<file path="src/rtl/cpu_pkg.sv">
// Shared definitions for the simplified MIPS CPU and its program loader.
package cpu_pkg;

  localparam int unsigned INSTR_WIDTH = 16;
  localparam logic [INSTR_WIDTH-1:0] HALT_WORD = 16'hFFFF;

  typedef enum logic [2:0] {
    ST_IDLE,
    ST_LOAD,
    ST_DRAIN,
    ST_TERM,
    ST_RUN,
    ST_HALTED,
    ST_ERROR
  } loader_state_e;

endpackage

</file>
<file path="src/rtl/run_watchdog.sv">
// Run-phase cycle counter; expire_o flags the cycle the count reaches MAX_CYCLES-1.
module run_watchdog #(
  parameter int unsigned MAX_CYCLES = 1024
) (
  input  logic clk_i,
  input  logic rst_i,
  input  logic clr_i,
  input  logic en_i,
  output logic expire_o
);

  localparam int unsigned CW = (MAX_CYCLES > 1) ? $clog2(MAX_CYCLES) : 1;

  logic [CW-1:0] count_q, count_d;

  always_comb begin
    count_d = count_q;
    if (clr_i) begin
      count_d = '0;
    end else if (en_i) begin
      count_d = count_q + CW'(1);
    end
  end

  always_ff @(posedge clk_i or posedge rst_i) begin
    if (rst_i) begin
      count_q <= '0;
    end else begin
      count_q <= count_d;
    end
  end

  assign expire_o = en_i && (count_q == CW'(MAX_CYCLES - 1));

endmodule

</file>
<file path="src/rtl/program_loader.sv">
// Streams a program into instruction memory, appends a halt if missing,
// then releases the CPU and stops it on halt or watchdog expiry.
module program_loader #(
  parameter int unsigned ADDR_WIDTH = 8,
  parameter logic [15:0] HALT_WORD  = cpu_pkg::HALT_WORD,
  parameter int unsigned MAX_CYCLES = 1024
) (
  input  logic                  clock,
  input  logic                  reset,
  input  logic                  start,
  input  logic                  in_valid,
  input  logic [15:0]           in_data,
  input  logic                  in_last,
  output logic                  in_ready,
  output logic                  imem_we,
  output logic [ADDR_WIDTH-1:0] imem_addr,
  output logic [15:0]           imem_wdata,
  output logic                  cpu_reset,
  output logic                  cpu_run,
  input  logic [15:0]           cpu_ir,
  output logic [ADDR_WIDTH:0]   load_count,
  output logic                  done,
  output logic                  error,
  output logic                  timeout
);

  import cpu_pkg::*;

  loader_state_e state_q, state_d;

  // The write pointer and load_count advance together, so one register
  // serves both; its MSB marks that every memory word has been written.
  logic [ADDR_WIDTH:0]   ptr_q, ptr_d;
  logic                  saw_halt_q, saw_halt_d;
  logic                  timeout_q, timeout_d;
  logic                  we_q, we_d;
  logic [ADDR_WIDTH-1:0] addr_q, addr_d;
  logic [15:0]           wdata_q, wdata_d;
  logic                  wd_expire;

  run_watchdog #(
    .MAX_CYCLES(MAX_CYCLES)
  ) u_watchdog (
    .clk_i    (clock),
    .rst_i    (reset),
    .clr_i    (state_q != ST_RUN),
    .en_i     (state_q == ST_RUN),
    .expire_o (wd_expire)
  );

  always_comb begin
    state_d    = state_q;
    ptr_d      = ptr_q;
    saw_halt_d = saw_halt_q;
    timeout_d  = timeout_q;
    we_d       = 1'b0;
    addr_d     = addr_q;
    wdata_d    = wdata_q;

    unique case (state_q)
      ST_IDLE, ST_HALTED, ST_ERROR: begin
        if (start) begin
          state_d    = ST_LOAD;
          ptr_d      = '0;
          saw_halt_d = 1'b0;
          timeout_d  = 1'b0;
        end
      end
      ST_LOAD: begin
        if (in_valid) begin
          we_d    = 1'b1;
          addr_d  = ptr_q[ADDR_WIDTH-1:0];
          wdata_d = in_data;
          ptr_d   = ptr_q + (ADDR_WIDTH+1)'(1);
          if (in_data == HALT_WORD) saw_halt_d = 1'b1;
          if (in_last) begin
            state_d = ST_DRAIN;
          end else if (ptr_q[ADDR_WIDTH-1:0] == '1) begin
            state_d   = ST_ERROR;
            timeout_d = 1'b0;
          end
        end
      end
      ST_DRAIN: begin
        if (saw_halt_q) begin
          state_d = ST_RUN;
        end else if (ptr_q[ADDR_WIDTH]) begin
          state_d   = ST_ERROR;
          timeout_d = 1'b0;
        end else begin
          state_d = ST_TERM;
        end
      end
      ST_TERM: begin
        we_d    = 1'b1;
        addr_d  = ptr_q[ADDR_WIDTH-1:0];
        wdata_d = HALT_WORD;
        ptr_d   = ptr_q + (ADDR_WIDTH+1)'(1);
        state_d = ST_RUN;
      end
      ST_RUN: begin
        if (cpu_ir == HALT_WORD) begin
          state_d = ST_HALTED;
        end else if (wd_expire) begin
          state_d   = ST_ERROR;
          timeout_d = 1'b1;
        end
      end
      default: state_d = ST_IDLE;
    endcase
  end

  always_ff @(posedge clock or posedge reset) begin
    if (reset) begin
      state_q    <= ST_IDLE;
      ptr_q      <= '0;
      saw_halt_q <= 1'b0;
      timeout_q  <= 1'b0;
      we_q       <= 1'b0;
      addr_q     <= '0;
      wdata_q    <= '0;
    end else begin
      state_q    <= state_d;
      ptr_q      <= ptr_d;
      saw_halt_q <= saw_halt_d;
      timeout_q  <= timeout_d;
      we_q       <= we_d;
      addr_q     <= addr_d;
      wdata_q    <= wdata_d;
    end
  end

  assign in_ready   = (state_q == ST_LOAD);
  assign imem_we    = we_q;
  assign imem_addr  = addr_q;
  assign imem_wdata = wdata_q;
  assign cpu_run    = (state_q == ST_RUN);
  assign cpu_reset  = !((state_q == ST_RUN) || (state_q == ST_HALTED));
  assign load_count = ptr_q;
  assign done       = (state_q == ST_HALTED);
  assign error      = (state_q == ST_ERROR);
  assign timeout    = timeout_q;

endmodule

</file>
<file path="config.mk">
export PLATFORM = sky130hd
export DESIGN_NAME = program_loader
export DESIGN_NICKNAME = d
export VERILOG_FILES = /design/src/rtl/cpu_pkg.sv /design/src/rtl/run_watchdog.sv /design/src/rtl/program_loader.sv
export SDC_FILE = /design/constraint.sdc
export NUM_CORES = 1
export LEC_CHECK = 0
export ABC_AREA = 1
export ABC_CLOCK_PERIOD_IN_PS = 3800
export CAP_MARGIN = 0
export CORE_UTILIZATION = 30
export DETAILED_ROUTE_END_ITERATION = 8
export PLACE_DENSITY = 0.65
export RECOVER_POWER = 50
export SYNTH_ARGS = -nofsm -noshare
export SYNTH_HDL_FRONTEND = slang
export SYNTH_SLANG_ARGS = --single-unit
</file>
<file path="constraint.sdc">
create_clock -name clock -period 3.8 [get_ports clock]
set_input_delay 0.57 -clock clock [delete_from_list [all_inputs] [get_ports clock]]
set_output_delay 0.57 -clock clock [all_outputs]
set_load 0.01 [all_outputs]
</file>
# [Yosys cells after proc, flatten, opt, wreduce, memory -nomap -nowiden]
# Cells that the tools add are included.
[word_totals] register_bits=49 out_inout_bits=40 wordCells=79
[op_classes] n_addsub=2 n_eq_ne=22 n_mux=32 n_reduce_logical=15
[ops] op="== test 16 bit (second input constant)" n=2
[ops] op="case mux 16 bit (2 select lines)" n=1
[ops] op="case mux 9 bit (3 select lines)" n=1
[ops] op="two-way mux 3 bit" n=8
[ops] op="two-way mux 10 bit" n=2
[ops] op="two-way mux 9 bit" n=2
[ops] op="two-way mux 16 bit" n=1
[ops] op="case mux 8 bit (2 select lines)" n=1
[ops] op="case mux 3 bit (5 select lines)" n=1
[ops] op="!= test 2 bit (second input constant)" n=7
[ops] op="two-way mux 1 bit" n=11
[ops] op="adder 10 x 1 -> 10 bit (second input constant)" n=1
[ops] op="== test 10 bit (second input constant)" n=1
[ops] op="adder 9 x 1 -> 9 bit (second input constant)" n=1
[ops] op="== test 3 bit (second input constant)" n=3
[ops] op="AND reduction 9 bit" n=1
[ops] op="== test 8 bit (second input constant)" n=1
[ops] op="two-way mux 8 bit" n=1
[ops] op="AND reduction 4 bit" n=2
[ops] op="== test 3 x 2 -> 1 bit (second input constant)" n=2
[ops] op="!= test 3 bit (second input constant)" n=2
[ops] op="nonzero test 2 bit" n=3
[ops] op="!= test 2 x 1 -> 1 bit (second input constant)" n=2
[ops] op="case mux 1 bit (2 select lines)" n=2
[ops] op="other kinds (12)" n=12

# [Logic depth before layout (Yosys ltp)]
# Gate-level depths: netlist of run 1.
[logic_depth] word_depth=5 ltp_mapped=11 mapped_depth_nobuf=10

# [By module]
# A second synthesis of run 1 with hierarchy kept.
[unflattened] hier_cells=310 hier_area_um2=2566.2
[modules_own_cells] module="program_loader" n_inst=1 cells_each=234 area_each_um2=1980.6 seq_area_each_um2=975.9
[modules_own_cells] module="run_watchdog" n_inst=1 cells_each=76 area_each_um2=585.6 seq_area_each_um2=250.2

# [Least setup slack after synthesis of run 1]
# No wires, ideal clock.
[synth_timing] path_kind="register to register" start="reg ptr_q[0] (netlist: load_count[0])" end="reg state_q[2]" setup_ns=0.126 arrival_ns=1.497 slack_ns=2.177 path_stages_with_launch=9 path_buffers=0 path_cell_list="dfrtp_1 -> ha_1 -> nand3_1 -> nor3_1 -> nand3_1 -> nand2_1 -> nand3_2 -> nand2_1 -> o21ai_0"
[synth_via] elab_chain_len=3
[synth_lines] element="start, declared" line_no="program_loader.sv:33" rtl="logic [ADDR_WIDTH:0] ptr_q, ptr_d;"
[synth_lines] element="start signal, assigned" line_no="program_loader.sv:124" rtl="ptr_q <= ptr_d;"
[synth_lines] element="== test 8 bit" line_no="program_loader.sv:78" rtl="end else if (ptr_q[ADDR_WIDTH-1:0] == '1) begin"
[synth_lines] element="!= test 3 x 2 -> 1 bit (no line)"
[synth_lines] element="AND reduction 4 bit (no line)"
[synth_lines] element="end signal, assigned" line_no="program_loader.sv:123" rtl="state_q <= state_d;"
[synth_lines] element="end, declared" line_no="program_loader.sv:29" rtl="loader_state_e state_q, state_d;"
# Every way passes these cells.
# A chain may end at the register's enable or synchronous reset.

# [Worst setup path in the final report of run 1]
[layout_timing] start="reg state_q[1]" end="out cpu_run"
[layout_via] elab_chain_len=1
[layout_lines] element="== test 3 bit" line_no="program_loader.sv:137" rtl="assign cpu_run = (state_q == ST_RUN);"
[layout_lines] element="end, declared" line_no="program_loader.sv:19" rtl="output logic cpu_run,"
# Every way passes these cells.

==> results of run 1 <==
[worst min-delay path by stage]
stage,startpoint,to,cells after the start
6_report,u_watchdog.count_q[0],u_watchdog.count_q[0],1
3_3_place_gp,u_watchdog.count_q[0],u_watchdog.count_q[0],1
3_5_place_dp,u_watchdog.count_q[0],u_watchdog.count_q[0],1
2_1_floorplan,u_watchdog.count_q[0],u_watchdog.count_q[0],1
4_1_cts,u_watchdog.count_q[0],u_watchdog.count_q[0],1
5_1_grt,imem_wdata[1],imem_wdata[1],2
[layer usage]
metal  vias up  share of wire
met2        69           0.48
met4         0         0.0075
met3         6          0.060
li1       1150              -
met1      1069           0.45
met5         -              0
[cells by family after synthesis]
| kind of cell | synth area share |
|---|---|
| flops | 0.492 |
| compound gates | 0.102 |
| buf+inv | 0.0834 |
| simple gates | 0.294 |
| xor+xnor | 0.0176 |
| fa+ha+maj | 0.0100 |
[registers in the layout (all words and copies together) (netlist names)]
name and count:
imem_addr 8, imem_wdata 16, imem_we 1, load_count 9, saw_halt_q 1, state_q 3
timeout 1, u_watchdog.count_q 10
[layout by cell type (no fill, tap or decap), drive strengths merged]
cell type	instances
inv	42
buf	1
ha	2
o22ai	1
a21oi	23
nor2	34
a31oi	1
clkinv	2
nand2	99
xor2	5
and3	1
nand3	21
clkbuf	6
dlygate4sd3	11
clkdlybuf4s50	65
nor3b	2
nor3	7
o21ai	21
nand4	2
dfrtp	49
[power by group through the flow]
| stage | clock (mW) | combinational [mW] | sequential [mW] |
|---|---|---|---|
| global route | 0.348 | 1.15 | 0.826 |
| finish | 0.309 | 1.03 | 0.801 |
| floorplan | 0 | 0.590 | 0.831 |
| CTS | 0.323 | 1.06 | 0.803 |
| detailed placement | 0 | 1.05 | 0.806 |
| global placement | 0 | 1.03 | 0.813 |
[area by class of cell]
class / count / share of cell area
sequential: 49 / 0.358
clock inverter: 2 / 0.00402
tap: 102 / 0.0373
inverter: 42 / 0.0468
timing repair buffer: 77 / 0.224
multi-input combinational: 219 / 0.308
clock buffer: 6 / 0.0212
[through the flow]
step,cell area (µm²),setup WS (ps),std cells
global placement,3340,1400,489
global route,3420,934,497
detailed placement,3340,1360,489
floorplan,2490,2060,316
finish,3420,1110,497
CTS,3430,1300,497
[worst register-to-register path: cells and delay by family (launching register included)]
| kind | cells | cell delay [ps] |
|---|---|---|
| buffers and inverters | 3 | 730 |
| AOI/OAI and AO/OA | 1 | 60 |
| and+or+nand+nor | 3 | 750 |
| DFF | 1 | 570 |
==> flow_summary.rst, run 1 <==
.. list-table::
   :header-rows: 1

   * - Metric
     - Value
   * - Normalized max-slew margin
     - -0.262
   * - Overall die height
     - just over 90 µm
   * - Final-stage net count
     - 433
   * - Final Core Density
     - 0.434
   * - Global routing usage on met3
     - 0.0398
   * - Initial core utilization
     - 0.316
   * - Sequential standard cell area
     - 1230 µm²
   * - Core area
     - 7890 µm²
   * - Clk slew on worst S/H paths
     - 90 ps
   * - Tmin final
     - 2690 ps
   * - Horizontal die dimension
     - 93.1 µm
   * - TritonCTS clock tree
     - built
   * - Transition at the pin with the smallest max-transition slack
     - ~1900 ps
   * - Post-synthesis average cell area
     - between 7 and 8 µm²
   * - Achievable frequency
     - 372 MHz
   * - Antenna-violating nets left
     - 0
   * - Register area share after synthesis
     - 0.492
   * - Worst reg2reg endpoint
     - imem_wdata[3]
   * - Clk sink count
     - slightly below 50
   * - Switching power share of the total
     - 0.411
   * - Share of Yosys cell area claimed by the top area cell type
     - 0.492
   * - Antenna fix cells
     - 0
   * - Insertion delay of the later-clocked pin in the worst-skew pair
     - 300 ps
   * - Internal
     - 1.26 mW
   * - Switching component of the power
     - 0.878 mW
   * - Count of flip-flops with a built-in enable after synthesis
     - 0
   * - Sum Neg Setup Slack
     - 0 ps
   * - Number of global-route vias before repair
     - between 2,000 and 2,500
   * - Wire length of the first global-routing pass
     - around 10,000 µm
   * - Fraction of met1 tracks used by global routing
     - 0.187
   * - Drt first pass iters
     - 4
   * - Logic gate share of total power
     - 0.481
   * - Mapped Cells
     - 316
   * - Yosys cell types
     - 28
   * - Post-Syn Nets
     - 355
   * - Crit Path Max Fanout
     - 10
   * - Clock tree buffer depth
     - 2
   * - Depth of the CTS H-tree
     - 2
   * - Count of routing violations after the opening detailed-route iteration
     - 89
   * - Clock power frac
     - 0.145
   * - Detailed-route via count
     - 2,294
   * - GRT Util Overall
     - 0.151
   * - Post-CTS repair timing setup buffer count
     - 0
   * - Result of the run
     - finished, violations left
   * - Overall die area
     - 8670 µm²
   * - Worst endpoint required time
     - 3230 ps
   * - Setup slack of the worst register-to-register path
     - 1580 ps
   * - Largest net degree at the start of global routing
     - 50
   * - Classification of the worst setup path
     - register to primary output
   * - Unrepaired setup endpoints after global routing
     - false
   * - Hold bufs inserted after CTS
     - 0
   * - Worst endpoint data arrival time
     - 2120 ps
   * - Path length in cells of the critical path
     - 4
   * - Slowest library cell on the worst path
     - sky130_fd_sc_hd__clkdlybuf4s50_1
   * - Number of cells on the worst reg-to-reg path
     - 7
   * - Flip-flop and latch count after synthesis
     - a little under 50
   * - Most utilized layer in the global route result
     - met2
   * - Classification of the worst-slack hold path
     - register to register
   * - Largest cells by area after synthesis
     - sky130_fd_sc_hd__dfrtp_1, sky130_fd_sc_hd__nand2_1, sky130_fd_sc_hd__inv_1
   * - Area of combinational cells with multiple inputs
     - 1050 µm²
   * - # Max-Cap Violations
     - 1
   * - Clock Skews
     - 10.9 ps
   * - Violations in the final reports
     - max-capacitance violations, max-slew violations
   * - Power consumption
     - approximately 2.1 mW
   * - Final count of negative-setup-slack endpoints
     - 0
   * - Dominant register cell in the synthesized netlist
     - sky130_fd_sc_hd__dfrtp_1
   * - Largest delay share family, worst path
     - buffers and inverters
   * - Proportion of power drawn by flip-flops and latches
     - 0.375
   * - I/O pin total
     - 77
   * - CP startpoint kind
     - register
   * - Fillcell total
     - about 800
   * - Final GP Congestion
     - between 0.8 and 0.9
   * - Most common cell in the synthesized netlist
     - sky130_fd_sc_hd__nand2_1
   * - FP Rows
     - 32
   * - Critical path cell sequence
     - nor2_1 > nand2_1 > inv_1 > clkdlybuf4s50_1
   * - Worst r2r src
     - state_q[2]
   * - # DRC
     - 0
   * - Post-DP HPWL
     - 4570 µm
   * - Fin Hold WS
     - ~470 ps
   * - Ranking of synthesized cells by instance count
     - sky130_fd_sc_hd__nand2_1, sky130_fd_sc_hd__dfrtp_1, sky130_fd_sc_hd__inv_1
   * - Maximum resistive drop on vdd
     - 303 µV
   * - Layout cell share with drive strength beyond 1
     - 0.0633
   * - Leakage power summed over all cells
     - 1.65 nW
   * - Total count of hold-check failures in the final report
     - 0
   * - Wire per inst
     - between 10 and 15 µm
   * - Total wirelength of the detailed-routed design
     - approximately 6000 µm
   * - Total buffers and inverters traversed by the critical path
     - 2
   * - Post-detailed-route via-to-cell ratio
     - 4.62
   * - Global routing usage on met2
     - 0.263
   * - Yosys Warn Count
     - 0
   * - Areal power density over the cells
     - 624 nW/µm²
   * - Remaining Overflow, GRT
     - 0
   * - Share of synthesized flip-flops with an asynchronous set or reset
     - 1.00
   * - End point of the critical path
     - cpu_run
   * - Critical path launch point
     - state_q[1]
   * - Clock buffers created by TritonCTS
     - 5
   * - Post-cts gate resize count
     - 0
   * - Highest cell delay on the worst timing path
     - 610 ps
   * - Tcrit/Tclk final
     - 0.707
   * - Largest area contributor in the synthesized netlist
     - sky130_fd_sc_hd__dfrtp_1
   * - Mapped cell area
     - 2490 µm²
   * - Layout overhead on the synthesized area
     - 37.4%
   * - Clock root buffer
     - sky130_fd_sc_hd__clkbuf_8
   * - # port buffers
     - 76
   * - Initial antenna violation count
     - 0
   * - Crit path capture type
     - primary output
   * - Final max-slew violation count
     - 50
Note: power is estimated with default switching activity, not from simulation.
==> run 2, diff against run 1 <==
--- a/config.mk
+++ b/config.mk
@@ -6,11 +6,11 @@
 export NUM_CORES = 1
 export LEC_CHECK = 0
 export ABC_AREA = 1
-export ABC_CLOCK_PERIOD_IN_PS = 3800
+export ABC_CLOCK_PERIOD_IN_PS = 2400
 export CAP_MARGIN = 0
 export CORE_UTILIZATION = 30
 export DETAILED_ROUTE_END_ITERATION = 8
-export PLACE_DENSITY = 0.65
+export PLACE_DENSITY = 0.67
 export RECOVER_POWER = 50
 export SYNTH_ARGS = -nofsm -noshare
 export SYNTH_HDL_FRONTEND = slang
==> constraint.sdc (replaced) <==
create_clock -name clock -period 2.4 [get_ports clock]
set_input_delay 0.36 -clock clock [delete_from_list [all_inputs] [get_ports clock]]
set_output_delay 0.36 -clock clock [all_outputs]
set_load 0.01 [all_outputs]
==> flow_summary.rst, run 2 (synthesis results as in run 1) <==
.. list-table::
   :header-rows: 1

   * - Metric
     - Value
   * - Switching power share of the total
     - 0.410 (-0.00123)
   * - Worst endpoint required time
     - 2040 ps (-1190 ps)
   * - Initial core utilization
     - 0.316 (unchanged)
   * - Count of routing violations after the opening detailed-route iteration
     - 92 (+3.4%)
   * - # DRC
     - 0 (unchanged)
   * - Post-detailed-route via-to-cell ratio
     - 4.55 (-1.5%)
   * - # Max-Cap Violations
     - 0 (-1)
   * - Clock root buffer
     - sky130_fd_sc_hd__clkbuf_8
   * - Insertion delay of the later-clocked pin in the worst-skew pair
     - 300 ps (about the same)
   * - Hold bufs inserted after CTS
     - 0 (unchanged)
   * - Tcrit/Tclk final
     - 0.927
   * - Wire length of the first global-routing pass
     - 9980 µm (-4.3%)
   * - # port buffers
     - 76 (unchanged)
   * - Drt first pass iters
     - 4 (unchanged)
   * - Normalized max-slew margin
     - 0.418 (+0.680)
   * - Tmin final
     - 2220 ps
   * - Largest net degree at the start of global routing
     - 23 (-54%)
   * - Clock tree buffer depth
     - 2 (unchanged)
   * - Final GP Congestion
     - 0.867 (+4.8%)
   * - Worst hold endpoint
     - u_watchdog.count_q[0]
   * - Largest register FFs
     - 16 (unchanged)
   * - Depth of the CTS H-tree
     - 2 (unchanged)
   * - Classification of the worst setup path
     - register to primary output
   * - Most common library cell in the layout ignoring fill and taps
     - sky130_fd_sc_hd__nand2_1
   * - Post-DP HPWL
     - 4700 µm (+2.9%)
   * - Power consumption
     - 3.38 mW (+58%)
   * - Highest cell delay on the worst timing path
     - 570 ps (-40 ps)
   * - Remaining Overflow, GRT
     - 0 (unchanged)
   * - Unrepaired setup endpoints after global routing
     - false
   * - Min-Delay Startpoint
     - u_watchdog.count_q[0]
   * - Horizontal die dimension
     - 93.1 µm (unchanged)
   * - Areal power density over the cells
     - 984 nW/µm² (+58%)
   * - Pre-CTS worst setup slack
     - 498 ps (-863 ps)
   * - Total cell area at the placement stage
     - 3360 µm² (+0.67%)
   * - Worst hold path cell count
     - 1 (unchanged)
   * - Clock power frac
     - 0.141 (-0.004)
   * - Layout cell share with drive strength beyond 1
     - 0.0678 (+0.00455)
   * - Total count of hold-check failures in the final report
     - 0 (unchanged)
   * - Result of the run
     - completed
   * - Final max-slew violation count
     - 0 (-100%)
   * - Post-cts gate resize count
     - 0 (unchanged)
   * - Worst reg2reg endpoint
     - load_count[0]
   * - Final count of negative-setup-slack endpoints
     - 0 (unchanged)
   * - Number of cells on the worst reg-to-reg path
     - 8 (+1)
   * - Layout overhead on the synthesized area
     - 38.0%
   * - I/O pin total
     - 77 (unchanged)
   * - CP startpoint kind
     - register
   * - Post-CTS repair timing setup buffer count
     - 0 (unchanged)
   * - Proportion of power drawn by flip-flops and latches
     - 0.371 (-0.004)
   * - Maximum resistive drop on vdd
     - 509 µV (+68%)
   * - Overall die area
     - 8670 µm² (unchanged)
   * - Crit path capture type
     - primary output
   * - Post-route cell area
     - 3440 µm² (+0.44%)
   * - Crit Path Max Fanout
     - 10 (unchanged)
   * - Sum Neg Setup Slack
     - 0 ps (unchanged)
   * - Overall die height
     - 93.1 µm (unchanged)
   * - Detailed-route via count
     - 2,274 (-0.87%)
   * - Achievable frequency
     - 450 MHz
   * - Antenna fix cells
     - 0 (unchanged)
   * - Initial antenna violation count
     - 0 (unchanged)
   * - TritonCTS clock tree
     - built
   * - Leakage power summed over all cells
     - 1.63 nW (-0.79%)
   * - Total wirelength of the detailed-routed design
     - 6070 µm (-1.4%)
   * - FP Rows
     - 32 (unchanged)
   * - Number of global-route vias before repair
     - 2,220 (-1.9%)
   * - Setup slack of the worst register-to-register path
     - 540 ps (-1040 ps)
   * - Critical path cell sequence
     - nor2_1 > nand2_2 > inv_2 > clkdlybuf4s50_1
   * - Internal
     - 2.00 mW (+59%)
   * - Antenna-violating nets left
     - 0 (unchanged)
   * - Worst endpoint data arrival time
     - 1860 ps (-260 ps)
   * - Min setup slack post-route
     - 176 ps (-939 ps)
   * - Wire per inst
     - 12.1 µm (-2.0%)
   * - Switching component of the power
     - 1.39 mW (+58%)
   * - Clk sink count
     - 49 (unchanged)
   * - Clock Skews
     - 6.53 ps (-4.38 ps)
   * - Logic gate share of total power
     - 0.488 (+0.007)
   * - Clk slew on worst S/H paths
     - 80 ps (about the same)
   * - Classification of the worst-slack hold path
     - register to register
   * - Leading cell types in the layout, fill and taps excluded
     - sky130_fd_sc_hd__nand2_1, sky130_fd_sc_hd__clkdlybuf4s50_1, sky130_fd_sc_hd__dfrtp_1, sky130_fd_sc_hd__inv_1, sky130_fd_sc_hd__nor2_1
   * - Final-stage net count
     - 436 (+0.69%)
   * - Worst r2r src
     - state_q[2]
   * - Clock buffers created by TritonCTS
     - 5 (unchanged)
   * - Transition at the pin with the smallest max-transition slack
     - 873 ps (-1020 ps)
   * - GRT Util Overall
     - 0.143 (-0.00776)
   * - Slowest library cell on the worst path
     - sky130_fd_sc_hd__clkdlybuf4s50_1
   * - Core area
     - 7890 µm² (unchanged)
## run 2: worst max-delay path by stage
| stage | from | end | cells past startpoint |
|---|---|---|---|
| floorplan | load_count[0] | state_q[2] | 8 |
| global placement | state_q[1] | cpu_run | 4 |
| detailed placement | state_q[1] | cpu_run | 4 |
| CTS | state_q[1] | cpu_run | 4 |
| global route | state_q[1] | cpu_run | 4 |
| finish | state_q[1] | cpu_run | 4 |
## run 2: layout make-up
| class | count | area (µm²) |
|---|---|---|
| clock buffers | 7 | 76.3 |
| clock inverters | 1 | 7.51 |
| fillers | 812 | 4450 |
| inverters | 42 | 160 |
| multi-input cells | 219 | 1060 |
| flip-flops and latches | 49 | 1230 |
| well taps | 102 | 128 |
| repair buffers | 80 | 783 |
## run 2: power by group through the flow
stage	combinational [mW]	sequential (mW)	clock [mW]
2_1_floorplan	0.934	1.32	0
3_3_place_gp	1.67	1.27	0
3_5_place_dp	1.70	1.27	0
4_1_cts	1.70	1.26	0.492
5_1_grt	1.86	1.29	0.526
6_report	1.65	1.26	0.476
## run 2: worst max-delay path, delay by kind of cell (launching register included)
family	cells	cell delay, ps
buf+inv	2	760
flops	1	480
simple gates	2	330
## run 2: stage by stage
stage	hold slack, ps	util	instances
6_report	475	0.436	500
5_1_grt	512	0.436	500
4_1_cts	396	0.437	500
3_5_place_dp	465	0.426	492
3_3_place_gp	457	0.426	492
2_1_floorplan	433	-	316
## run 2: per-layer routing
| layer | GRT usage | vias up | wire [µm] |
|---|---|---|---|
| met2 | 0.243 | 61 | 2880 |
| li1 | - | 1161 | - |
| met5 | 0 | - | 0 |
| met1 | 0.183 | 1047 | 2720 |
| met4 | 0.0308 | 0 | 48 |
| met3 | 0.0398 | 5 | 423 |
==> run 3, diff against run 2 <==
==> constraint.sdc (replaced) <==
create_clock -name clock -period 2.4 [get_ports clock]
set_input_delay 0.36 -clock clock [delete_from_list [all_inputs] [get_ports clock]]
set_output_delay 0.36 -clock clock [all_outputs]
set_load 0.02 [all_outputs]
==> flow_summary.rst, run 3 (synthesis results as in run 1) <==
.. list-table::
   :header-rows: 1

   * - Metric
     - Value
   * - Result of the run
     - completed
   * - Antenna fix cells
     - 0 (unchanged)
   * - Layout overhead on the synthesized area
     - 37.9% (about the same)
   * - Clock power frac
     - 0.136 (-0.005)
   * - Classification of the worst setup path
     - register to primary output
   * - Wire length of the first global-routing pass
     - 9830 µm (-1.5%)
   * - Initial core utilization
     - 0.316 (unchanged)
   * - # Max-Cap Violations
     - 0 (unchanged)
   * - Slowest library cell on the worst path
     - sky130_fd_sc_hd__clkdlybuf4s50_1
   * - Remaining Overflow, GRT
     - 0 (unchanged)
   * - Largest delay share family, worst path
     - buffers and inverters
   * - # DRC
     - 0 (unchanged)
   * - Cell mode on critical path
     - sky130_fd_sc_hd__inv_2
   * - Largest register FFs
     - 16 (unchanged)
   * - # port buffers
     - 76 (unchanged)
   * - Worst endpoint data arrival time
     - 1800 ps (-60 ps)
   * - Post-detailed-route via-to-cell ratio
     - 4.48 (-1.5%)
   * - Tcrit/Tclk final
     - 0.899 (-0.0279)
   * - Crit path capture type
     - primary output
   * - Insertion delay of the later-clocked pin in the worst-skew pair
     - 300 ps (about the same)
   * - Sum Neg Setup Slack
     - 0 ps (unchanged)
   * - Leakage power summed over all cells
     - 1.66 nW (+1.3%)
   * - Tmin final
     - 2160 ps (-66.9 ps)
   * - Final GP Congestion
     - 0.873 (+0.70%)
   * - Final count of negative-setup-slack endpoints
     - 0 (unchanged)
   * - Total buffers and inverters traversed by the critical path
     - 3 (+1)
   * - Clock buffers created by TritonCTS
     - 5 (unchanged)
   * - Number of global-route vias before repair
     - 2,131 (-4.0%)
   * - Clock tree buffer depth
     - 2 (unchanged)
   * - Proportion of power drawn by flip-flops and latches
     - 0.352 (-0.019)
   * - GRT Util Overall
     - 0.144 (+0.000448)
   * - Transition at the pin with the smallest max-transition slack
     - 1210 ps (+336 ps)
   * - Crit Path Max Fanout
     - 7 (-3)
   * - Core area
     - 7890 µm² (unchanged)
   * - Drt first pass iters
     - 5 (+1)
   * - Clock root buffer
     - sky130_fd_sc_hd__clkbuf_8
   * - Layout cell share with drive strength beyond 1
     - 0.0628 (-0.00503)
   * - Classification of the worst-slack hold path
     - register to register
   * - Switching power share of the total
     - 0.433 (+0.0238)
   * - Achievable frequency
     - 464 MHz (+3.1%)
   * - Worst endpoint required time
     - 2040 ps (about the same)
   * - Normalized max-slew margin
     - 0.194 (-0.224)
   * - Clk slew on worst S/H paths
     - 90 ps (about the same)
   * - Maximum resistive drop on vdd
     - 560 µV (+10%)
   * - Unrepaired setup endpoints after global routing
     - false
   * - Antenna-violating nets left
     - 0 (unchanged)
   * - TritonCTS clock tree
     - built
   * - Largest net degree at the start of global routing
     - 50 (+120%)
   * - Internal
     - 2.00 mW (+0.20%)
   * - Detailed-route via count
     - 2,241 (-1.5%)
   * - Count of routing violations after the opening detailed-route iteration
     - 60 (-35%)
   * - Wire per inst
     - 11.9 µm (-2.1%)
   * - FP Rows
     - 32 (unchanged)
   * - Highest cell delay on the worst timing path
     - 630 ps (+60 ps)
   * - Min setup slack post-route
     - 243 ps (+66.9 ps)
   * - Final-stage net count
     - 436 (unchanged)
   * - Logic gate share of total power
     - 0.512 (+0.024)
   * - Clock Skews
     - 5.51 ps (-1.03 ps)
   * - Final max-slew violation count
     - 0 (unchanged)
   * - Pre-CTS worst setup slack
     - 444 ps (-53.8 ps)
   * - Initial antenna violation count
     - 0 (unchanged)
   * - Switching component of the power
     - 1.53 mW (+10%)
   * - Post-DP HPWL
     - 4480 µm (-4.8%)
   * - Areal power density over the cells
     - 1030 nW/µm² (+4.5%)
   * - Overall die height
     - 93.1 µm (unchanged)
   * - Total wirelength of the detailed-routed design
     - 5940 µm (-2.1%)
   * - Total count of hold-check failures in the final report
     - 0 (unchanged)
   * - Most common library cell in the layout ignoring fill and taps
     - sky130_fd_sc_hd__nand2_1
   * - Leading cell types in the layout, fill and taps excluded
     - sky130_fd_sc_hd__nand2_1, sky130_fd_sc_hd__clkdlybuf4s50_1, sky130_fd_sc_hd__dfrtp_1, sky130_fd_sc_hd__inv_1, sky130_fd_sc_hd__nor2_1
   * - Clk sink count
     - 49 (unchanged)
   * - Depth of the CTS H-tree
     - 2 (unchanged)
   * - Critical path cell sequence
     - inv_2 > nor2_4 > inv_2 > nor2_8 > clkdlybuf4s50_1
   * - I/O pin total
     - 77 (unchanged)
   * - Overall die area
     - 8670 µm² (unchanged)
   * - Horizontal die dimension
     - 93.1 µm (unchanged)
   * - CP startpoint kind
     - register
run 3: cell types whose count changed in the layout (fill, tap and decap cells not counted), sizes merged:
| cell | before | now |
|---|---|---|
| clkbuf | 9 | 8 |
| buf | 2 | 3 |
| dlymetal6s2s | 0 | 1 |
| inv | 41 | 40 |
| dlygate4sd3 | 11 | 8 |
| clkinv | 1 | 2 |
| clkdlybuf4s50 | 65 | 67 |
run 3: layer usage:
metal	vias up	track usage	wire length, µm
met1	1014	0.183	2720
met2	61	0.243	2770
li1	1160	-	-
met4	0	0.0346	57
met3	6	0.0382	391
met5	-	0	0
run 3: area by class of cell:
cell class,count,area [µm²]
Multi-Input combinational cell,219,1050
Sequential cell,49,1230
Fill cell,796,4450
Clock buffer,7,76.3
Clock inverter,1,7.51
Tap cell,102,128
Inverter,42,160
Timing Repair Buffer,80,791
run 3: worst paths after layout:
path                                             from               endpoint  slack, ps  cells past startpoint
worst max-delay path                       state_q[0]               in_ready        240                      5
worst min-delay path            u_watchdog.count_q[0]  u_watchdog.count_q[0]        470                      1
worst max register to register             state_q[2]          load_count[5]        410                      9
worst min register to register  u_watchdog.count_q[0]  u_watchdog.count_q[0]        470                      1
max in group asynchronous                       reset         imem_wdata[11]        780                      3
min in group asynchronous                       reset          imem_wdata[9]        890                      3
run 3: power by group through the flow:
| stage | clock network [mW] | logic, mW | registers, mW |
|---|---|---|---|
| after floorplan | 0 | 0.956 | 1.46 |
| after global placement | 0 | 1.86 | 1.26 |
| after detailed placement | 0 | 1.88 | 1.26 |
| after CTS | 0.505 | 1.88 | 1.25 |
| after global routing | 0.533 | 2.01 | 1.28 |
| final | 0.479 | 1.81 | 1.24 |
run 3: per-stage QoR:
step / power, mW / hold WS (ps) / utilization / cells / instance area, µm²
6_report: 3.53 / 471 / 0.436 / 500 / 3440
5_1_grt: 3.82 / 499 / 0.436 / 500 / 3440
4_1_cts: 3.64 / 476 / 0.437 / 500 / 3450
3_5_place_dp: 3.14 / 462 / 0.426 / 492 / 3360
3_3_place_gp: 3.12 / 457 / 0.426 / 492 / 3360
2_1_floorplan: 2.42 / 433 / - / 316 / 2490
run 3: repair_timing:
| action | CTS | global route |
|---|---|---|
| resized for setup | 0 | 1 |
| endpoints found under the setup margin | 0 | 1 |
| hold endpoints to repair | 0 | 0 |
| hold buffers | 0 | 0 |
| setup buffers | 0 | 0 |
